## src/rtl/pll_seq_pkg.sv

```systemverilog
// Shared definitions for the PLL reset sequencer.
//   seq_state_e   : sequencer state, encoding is visible on state_dbg
//   LossCountMax  : saturation value of the lock-loss counter
//   clog2_fn      : ceil(log2(value)), used for elaboration-time width checks
package pll_seq_pkg;

  typedef enum logic [2:0] {
    StWaitLock = 3'd0,
    StFilter   = 3'd1,
    StRelease  = 3'd2,
    StRun      = 3'd3,
    StPllRst   = 3'd4
  } seq_state_e;

  localparam int unsigned LossCountMax = 255;

  function automatic int unsigned clog2_fn(input int unsigned value);
    int unsigned result;
    int unsigned v;
    result = 0;
    v = (value > 0) ? value - 1 : 0;
    while (v > 0) begin
      v = v >> 1;
      result++;
    end
    return result;
  endfunction

endpackage

```

## src/rtl/sync_2ff.sv

```systemverilog
// Two-flop synchroniser for a single level signal crossing into clk_i.
//   clk_i  : destination clock
//   rst_ni : asynchronous active-low clear of both stages
//   d_i    : asynchronous level input
//   q_o    : synchronised level, two destination cycles of latency
module sync_2ff (
  input  logic clk_i,
  input  logic rst_ni,
  input  logic d_i,
  output logic q_o
);

  logic meta_q;
  logic sync_q;

  always_ff @(posedge clk_i or negedge rst_ni) begin
    if (!rst_ni) begin
      meta_q <= 1'b0;
      sync_q <= 1'b0;
    end else begin
      meta_q <= d_i;
      sync_q <= meta_q;
    end
  end

  assign q_o = sync_q;

endmodule

```

## src/rtl/pll_reset_sequencer.sv

```systemverilog
// PLL lock filter and staggered domain-reset release.
//   clk             : free-running reference clock
//   resetn          : asynchronous active-low reset
//   pll_locked      : raw PLL lock, asynchronous to clk
//   sw_reset_req    : one-cycle request to re-run the release (honoured in RUN only)
//   domain_resetn   : per-domain active-low resets, index 0 released first
//   all_ready       : all domains released and sequencer in RUN
//   pll_areset      : active-high PLL reset pulse after a relock timeout
//   lock_loss_count : saturating count of lock losses seen in RUN
//   state_dbg       : current state encoding
module pll_reset_sequencer
  import pll_seq_pkg::*;
#(
  parameter int unsigned NUM_DOMAINS        = 2,
  parameter int unsigned LOCK_FILTER_CYCLES = 1024,
  parameter int unsigned STAGGER_CYCLES     = 16,
  parameter int unsigned RELOCK_TIMEOUT     = 65536,
  parameter int unsigned ARESET_CYCLES      = 8,
  parameter int unsigned CNT_W              = 17
) (
  input  logic                   clk,
  input  logic                   resetn,
  input  logic                   pll_locked,
  input  logic                   sw_reset_req,
  output logic [NUM_DOMAINS-1:0] domain_resetn,
  output logic                   all_ready,
  output logic                   pll_areset,
  output logic [7:0]             lock_loss_count,
  output logic [2:0]             state_dbg
);

  localparam int unsigned ReleaseSpan = STAGGER_CYCLES * NUM_DOMAINS;
  localparam int unsigned MaxA = (LOCK_FILTER_CYCLES > RELOCK_TIMEOUT) ?
                                 LOCK_FILTER_CYCLES : RELOCK_TIMEOUT;
  localparam int unsigned MaxB = (ARESET_CYCLES > ReleaseSpan) ? ARESET_CYCLES : ReleaseSpan;
  localparam int unsigned MaxCount = (MaxA > MaxB) ? MaxA : MaxB;

  if (NUM_DOMAINS == 0 || NUM_DOMAINS > 8) begin : g_bad_num_domains
    $error("NUM_DOMAINS must be in 1..8");
  end
  if (LOCK_FILTER_CYCLES == 0 || STAGGER_CYCLES == 0 || RELOCK_TIMEOUT == 0) begin : g_bad_count
    $error("LOCK_FILTER_CYCLES, STAGGER_CYCLES and RELOCK_TIMEOUT must be >= 1");
  end
  if (CNT_W < clog2_fn(MaxCount + 1)) begin : g_bad_cnt_w
    $error("CNT_W too narrow for the largest count");
  end

  // The lock cycle that moved us into FILTER already counts as the first filtered cycle.
  localparam int unsigned FilterLast = (LOCK_FILTER_CYCLES >= 2) ? LOCK_FILTER_CYCLES - 2 : 0;

  localparam logic [CNT_W-1:0] FilterLastC  = CNT_W'(FilterLast);
  localparam logic [CNT_W-1:0] TimeoutLastC = CNT_W'(RELOCK_TIMEOUT - 1);
  localparam logic [CNT_W-1:0] AresetC      = CNT_W'(ARESET_CYCLES);
  localparam logic [CNT_W-1:0] ReleaseDoneC = CNT_W'(ReleaseSpan);
  localparam logic [CNT_W-1:0] CntOne       = CNT_W'(1);

  logic                   lock_s;
  seq_state_e             state_q, state_d;
  logic [CNT_W-1:0]       cnt_q, cnt_d;
  logic [NUM_DOMAINS-1:0] dom_q, dom_d;
  logic                   ready_q, ready_d;
  logic                   areset_q, areset_d;
  logic [7:0]             loss_q, loss_d;

  sync_2ff u_lock_sync (
    .clk_i  (clk),
    .rst_ni (resetn),
    .d_i    (pll_locked),
    .q_o    (lock_s)
  );

  always_ff @(posedge clk or negedge resetn) begin
    if (!resetn) begin
      state_q  <= StWaitLock;
      cnt_q    <= '0;
      dom_q    <= '0;
      ready_q  <= 1'b0;
      areset_q <= 1'b0;
      loss_q   <= '0;
    end else begin
      state_q  <= state_d;
      cnt_q    <= cnt_d;
      dom_q    <= dom_d;
      ready_q  <= ready_d;
      areset_q <= areset_d;
      loss_q   <= loss_d;
    end
  end

  always_comb begin
    state_d  = state_q;
    cnt_d    = cnt_q;
    dom_d    = dom_q;
    ready_d  = ready_q;
    areset_d = 1'b0;
    loss_d   = loss_q;

    unique case (state_q)
      StWaitLock: begin
        dom_d   = '0;
        ready_d = 1'b0;
        if (lock_s) begin
          state_d = StFilter;
          cnt_d   = '0;
        end else if (cnt_q == TimeoutLastC) begin
          state_d  = StPllRst;
          cnt_d    = '0;
          areset_d = 1'b1;
        end else begin
          cnt_d = cnt_q + CntOne;
        end
      end

      StFilter: begin
        // A dropout is a filter restart, not a loss.
        if (!lock_s) begin
          state_d = StWaitLock;
          cnt_d   = '0;
        end else if (cnt_q >= FilterLastC) begin
          state_d = StRelease;
          cnt_d   = '0;
        end else begin
          cnt_d = cnt_q + CntOne;
        end
      end

      StRelease: begin
        if (!lock_s) begin
          dom_d   = '0;
          state_d = StWaitLock;
          cnt_d   = '0;
        end else begin
          cnt_d = cnt_q + CntOne;
          // Thresholds rise with k, so released bits always form a thermometer from bit 0.
          for (int k = 0; k < int'(NUM_DOMAINS); k++) begin
            if (cnt_d >= CNT_W'(STAGGER_CYCLES * (k + 1))) begin
              dom_d[k] = 1'b1;
            end
          end
          if (cnt_d == ReleaseDoneC) begin
            ready_d = 1'b1;
            state_d = StRun;
            cnt_d   = '0;
          end
        end
      end

      StRun: begin
        // Lock loss takes priority over a simultaneous software request.
        if (!lock_s) begin
          dom_d   = '0;
          ready_d = 1'b0;
          state_d = StWaitLock;
          cnt_d   = '0;
          if (loss_q != 8'(LossCountMax)) begin
            loss_d = loss_q + 8'd1;
          end
        end else if (sw_reset_req) begin
          dom_d   = '0;
          ready_d = 1'b0;
          state_d = StFilter;
          cnt_d   = '0;
        end
      end

      StPllRst: begin
        // Pulse for ARESET_CYCLES, then one quiet cycle before relock waiting resumes.
        dom_d   = '0;
        ready_d = 1'b0;
        if (cnt_q == AresetC) begin
          state_d = StWaitLock;
          cnt_d   = '0;
        end else begin
          cnt_d    = cnt_q + CntOne;
          areset_d = (cnt_d < AresetC);
        end
      end

      default: begin
        state_d = StWaitLock;
        cnt_d   = '0;
        dom_d   = '0;
        ready_d = 1'b0;
      end
    endcase
  end

  assign domain_resetn   = dom_q;
  assign all_ready       = ready_q;
  assign pll_areset      = areset_q;
  assign lock_loss_count = loss_q;
  assign state_dbg       = state_q;

endmodule
```

## config.mk

```make
export PLATFORM = sky130hd
export DESIGN_NAME = pll_reset_sequencer
export DESIGN_NICKNAME = d
export VERILOG_FILES = /design/src/rtl/pll_seq_pkg.sv /design/src/rtl/sync_2ff.sv /design/src/rtl/pll_reset_sequencer.sv
export SDC_FILE = /design/constraint.sdc
export NUM_CORES = 1
export LEC_CHECK = 0
export BUFFER_PORTS_ARGS = -buffer_cell sky130_fd_sc_hd__buf_2
export CORE_MARGIN = 2
export CORE_UTILIZATION = 55
export CTS_CLUSTER_DIAMETER = 120
export DETAILED_ROUTE_END_ITERATION = 10
export GPL_ROUTABILITY_DRIVEN = 0
export GPL_TIMING_DRIVEN = 1
export PLACE_DENSITY = 0.79
export SLEW_MARGIN = 30
export SYNTH_ARGS = -nofsm -noshare
export SYNTH_HDL_FRONTEND = slang
export SYNTH_HIERARCHICAL = 1
export SYNTH_SLANG_ARGS = --single-unit
```

## constraint.sdc

```tcl
create_clock -name clk -period 5.7 [get_ports clk]
set_clock_uncertainty 0.15 [all_clocks]
set_input_delay 0.57 -clock clk [delete_from_list [all_inputs] [get_ports clk]]
set_output_delay 0.57 -clock clk [all_outputs]
set_load 0.01 [all_outputs]
```

# Yosys cells after proc, flatten, opt, wreduce, memory -nomap -nowiden
# Index checks and enable logic that the tools add are counted.
# word_totals
reg_bits	34
input_bits	4
elab_cells	75
# classes
bitwise	2
n_reduce_logical	6
n_eq_ne	17
order_cmp	4
muxes	35
n_addsub	2
# op_table
cell	count
17-bit 2-to-1 mux	9
17-bit one-hot mux with 5 select lines	1
3-bit 2-to-1 mux	9
17-bit by 1-bit adder with 17-bit output, second input constant	1
17-bit by 16-bit equality test with 1-bit output, second input constant	1
17-bit by 4-bit equality test with 1-bit output, second input constant	1
17-bit by 6-bit equality test with 1-bit output, second input constant	1
17-bit by 10-bit greater-or-equal comparator with 1-bit output, second input constant	1
17-bit by 5-bit greater-or-equal comparator with 1-bit output, second input constant	1
17-bit by 6-bit greater-or-equal comparator with 1-bit output, second input constant	1
17-bit by 4-bit less-than comparator with 1-bit output, second input constant	1
3-bit != test, second input constant	5
3-bit one-hot mux with 5 select lines	1
1-bit 2-to-1 mux	9
3-bit AND reduction	3
8-bit by 1-bit adder with 8-bit output, second input constant	1
8-bit != test, second input constant	1
3-bit by 2-bit equality test with 1-bit output, second input constant	2
2-bit 2-to-1 mux	3
2-bit one-hot mux with 3 select lines	1
5-bit AND reduction	1
2-bit != test, second input constant	2
4-bit AND reduction	1
3-bit by 1-bit equality test with 1-bit output, second input constant	1
7 further kinds	8

# Logic depth before layout (Yosys ltp)
# depth
depth_word	5
depth_mapped	14

# Modules after synthesis
# The synthesis kept the hierarchy.
# modules_own_cells
mod	seq_area_each_um2	instances	cells_per_inst	area_each_um2
pll_reset_sequencer	800.8	1	245	2202.1
sync_2ff	50.0	1	2	50.0

# Worst setup path before layout
# OpenSTA, ideal clock, no wires.
# synth_path
path_kind	register to register
startpoint	register cnt_q[0]
endpoint	register cnt_q[12]
period_less_slack_ns	2.924
t_arrival_ns	2.682
stages_incl_launch_ff	15
path_slack_ns	2.776
cell_sequence	dfrtp_1 -> ha_1 -> buf_1 -> nand2_1 -> nor2_1 -> nand3_1 -> nor2_1 -> nand3_1 -> inv_1 -> ha_1 -> and4_1 -> and4_4 -> o21a_1 -> buf_6 -> o31ai_2
# synth_between
elab_chain_len	5
word_cells_on_any_way	13
classes_between	add/sub (1); order compare (1); eq/ne (3); mux (8)
# synth_rtl
item	line	source
from (decl)	pll_reset_sequencer.sv:59	logic [CNT_W-1:0] cnt_q, cnt_d;
from (signal assigned)	pll_reset_sequencer.sv:82	cnt_q <= cnt_d;
17-bit by 1-bit adder with 17-bit output	n/a	
17-bit by 6-bit equality test with 1-bit output	pll_reset_sequencer.sv:140	if (cnt_d == ReleaseDoneC) begin
17-bit 2-to-1 mux	pll_reset_sequencer.sv:140	
17-bit 2-to-1 mux	pll_reset_sequencer.sv:128	if (!lock_s) begin
17-bit one-hot mux with 5 select lines *	pll_reset_sequencer.sv:98	unique case (state_q)
# Mark *: on every way between the ends. The rest lies on a longest branch, timed or not.
# A chain may end at the register's enable or synchronous reset.

# Final worst setup path
# layout_path
startpoint	register cnt_q[1]
endpoint	register cnt_q[6]
# The elaborated chain is that of the path after synthesis.

==> impl_metrics.tcl <==
set metrics [dict create \
    tightestPinTransition_ns 0.7672 \
    finalWirelength_um 5157 \
    crit_type "reg -> reg" \
    ys.warnings.count 6 \
    yosys.area.top_type "dfrtp_1" \
    root_buffer "clkbuf_8" \
    ys_seq_area_share_pct 37.78 \
    maxCapViolCount 0 \
    fin_crit_ns 3.458 \
    hpwl_um 3782 \
    slew_headroom_pct 48.85 \
    synth-edff-count 0 \
    syn_avg_cell_area_um2 9.118 \
    drt_first_pass_iters 4 \
    rsz0062_at_grt "no" \
    syn_nets 257 \
    worstSetupStartpointType "flip-flop" \
    io_pins 19 \
    worstPathRequired_ns 5.73 \
    synth-seq-cells 34 \
    cts_resized 0 \
    num_antenna_cells 0 \
    path_clk_slew_ns 0.07 \
    first_global_vias 1826 \
    insertion_delay_ns 0.29 \
    tritoncts "done" \
    nFillCells 360 \
    power_mw 0.7303 \
    num_rows 23 \
    grt_overflow 0 \
    synth_top_family_by_area "simple AND/OR/NAND/NOR gates" \
    cts_hold_buf 0 \
    setup_violations 0 \
    antenna_found_initial 0 \
    critPathArrivalTime_ns 3.49 \
    clockBufferDepth 2 \
    ys.flop_type "dfrtp_1" \
    final.period_utilization_pct 60.67 \
    grt_pass1_wl_um 8652 \
    cts_sinks 34 \
    numCtsBuffers 5 \
    die_area_um2 4623 \
    wl_per_cell_um 16.80 \
    initial_core_util_pct 56.71 \
    drt-initial-drc-count 139 \
    synth_area_um2 2252 \
    path_max_fanout 13 \
    synth_xor_area_share_pct 5.444 \
    die_h_um 67.99 \
    grt_max_degree 35 \
    synth_simple_gate_area_share_pct 30.56 \
    antenna_left 0 \
    synth_mux_area_share_pct 1.333 \
    die_w_um 67.99 \
    drive_above_1_share_pct 16.73 \
    end_kind "flip-flop" \
    setup_tns_ns 0 \
    core_um2 3971 \
    ys_top_cells_by_area "dfrtp_1, xnor2_1, nand2_1" \
    synthAdderAreaFrac_pct 3.333 \
    synth_top_area_share_pct 37.78 \
    status "finished, final reports clean" \
    cts_setup_buffers 0 \
    hold_class "in -> async" \
    ir_drop_uv 172.0 \
    synth_compound_area_share_pct 15.78 \
    syn_to_final_growth_pct 6.833 \
    report.final.slew_viol_count 0 \
    cts-htree-levels 2 \
    drc_errors 0 \
    max_freq_mhz 289.2 \
    syn_inst 247 \
    power_density_nw_per_um2 303.5 \
    vias 1917 \
    port_buffers 18 \
    ys_types 57 \
    vias_per_cell 6.244 \
    hold_viol 0 \
    synthArstFlopShare_pct 100.0 \
    leakage_nw 1.040 \
    grt_use_total_pct 25.41 \
    layout.nets 267 \
]
## sequential cells by signal, indices dropped and copies added (netlist names)
| register | cells |
|---|---|
| pll_areset | 1 |
| u_lock_sync/meta_q | 1 |
| lock_loss_count | 8 |
| cnt_q | 17 |
| domain_resetn | 2 |
| all_ready | 1 |
| state_dbg | 3 |
| u_lock_sync/q_o | 1 |
## placed cells by master (no fill, tap or decap), types with 6 or more instances in the layout
cell type,count
buf_2,18
dfrtp_1,34
ha_1,6
inv_1,12
nand2_1,22
nand3_1,16
nand4_1,10
nor2_1,18
nor3_1,6
o21ai_0,11
or3_1,6
xnor2_1,10
## critical path, cell delays in order, from the launching register on
cell	delay, ns
dfrtp_1	0.50
ha_1	0.48
nand2_1	0.15
nor2_1	0.23
nand3_1	0.21
nor2_1	0.15
nand3_1	0.11
inv_1	0.08
ha_1	0.26
and4_1	0.18
and4_4	0.17
o21a_1	0.35
o32ai_1	0.32
## report_power, final
group	switching (mW)	total [mW]	internal, mW
sequential	0.0403	0.306	0.266
combinational	0.160	0.254	0.0942
clock	0.0878	0.170	0.0819
## path summary, 6_finish.rpt
check / startpoint / to / slack, ns / depth (start not counted)
min: resetn / lock_loss_count[7] / 0.20 / 1
max reg2reg: cnt_q[1] / cnt_q[6] / 2.24 / 12
max: cnt_q[1] / cnt_q[6] / 2.24 / 12
min in group clk: u_lock_sync/meta_q / u_lock_sync/q_o / 0.20 / 0
min reg2reg: u_lock_sync/meta_q / u_lock_sync/q_o / 0.20 / 0
max in group asynchronous: resetn / cnt_q[14] / 4.71 / 1
## Yosys cell counts (all sizes together) (2+ instances only)
cell	n
o21ai	16
nor4	7
o32ai	2
clkbuf	5
buf	11
and4	3
nor2	18
xor2	4
a211oi	2
nand2b	5
or3	6
dfrtp	34
o21a	2
mux2i	3
nand4	12
ha	6
inv	12
a31oi	3
nand2	23
and3	4
o22ai	4
a21oi	5
nor4b	2
o31ai	3
a22o	4
nor3	7
xnor2	10
or4	4
nand3	16
## area by class of cell
| class | instances | area [um^2] | share of cell area (%) |
|---|---|---|---|
| clock buffers | 5 | 68.82 | 2.860 |
| clock inverters | 2 | 10.01 | 0.4160 |
| inverters | 12 | 45.04 | 1.872 |
| multi-input cells | 185 | 1271 | 52.83 |
| flip-flops and latches | 34 | 850.8 | 35.36 |
| well taps | 50 | 62.56 | 2.600 |
| repair buffers | 19 | 97.59 | 4.056 |
## per-layer routing
metal  wire [um]  vias to the layer above  track usage, %
li1            -                      923               -
met1        2151                      901           32.78
met2        2508                       78           41.75
met3         362                       15           5.263
met4         134                        0           9.750
met5           0                        -               0
## kinds of logic (layout without fill, tap and decap cells)
kind of cell / count (synthesis) / in the layout
buffers and inverters: 28 / 38
xor gates and xnor gates: 14 / 14
DFF: 34 / 34
AOI/OAI and AO/OA: 50 / 50
and+or+nand+nor: 112 / 112
adders and majority gates: 6 / 6
muxes: 3 / 3
## stage by stage
stage               std cells  hold WS [ns]  setup slack [ns]  util (%)  area, um^2
floorplan                 247        0.1244             2.776         -        2252
CTS                       307        0.2037             2.288     60.59        2406
global placement          300        0.1836             2.354     58.60        2327
global route              307        0.2047             1.914     60.59        2406
detailed placement        300        0.1879             2.317     58.60        2327
finish                    307        0.1984             2.242     60.59        2406
Note: power is estimated with default switching activity, not from simulation.
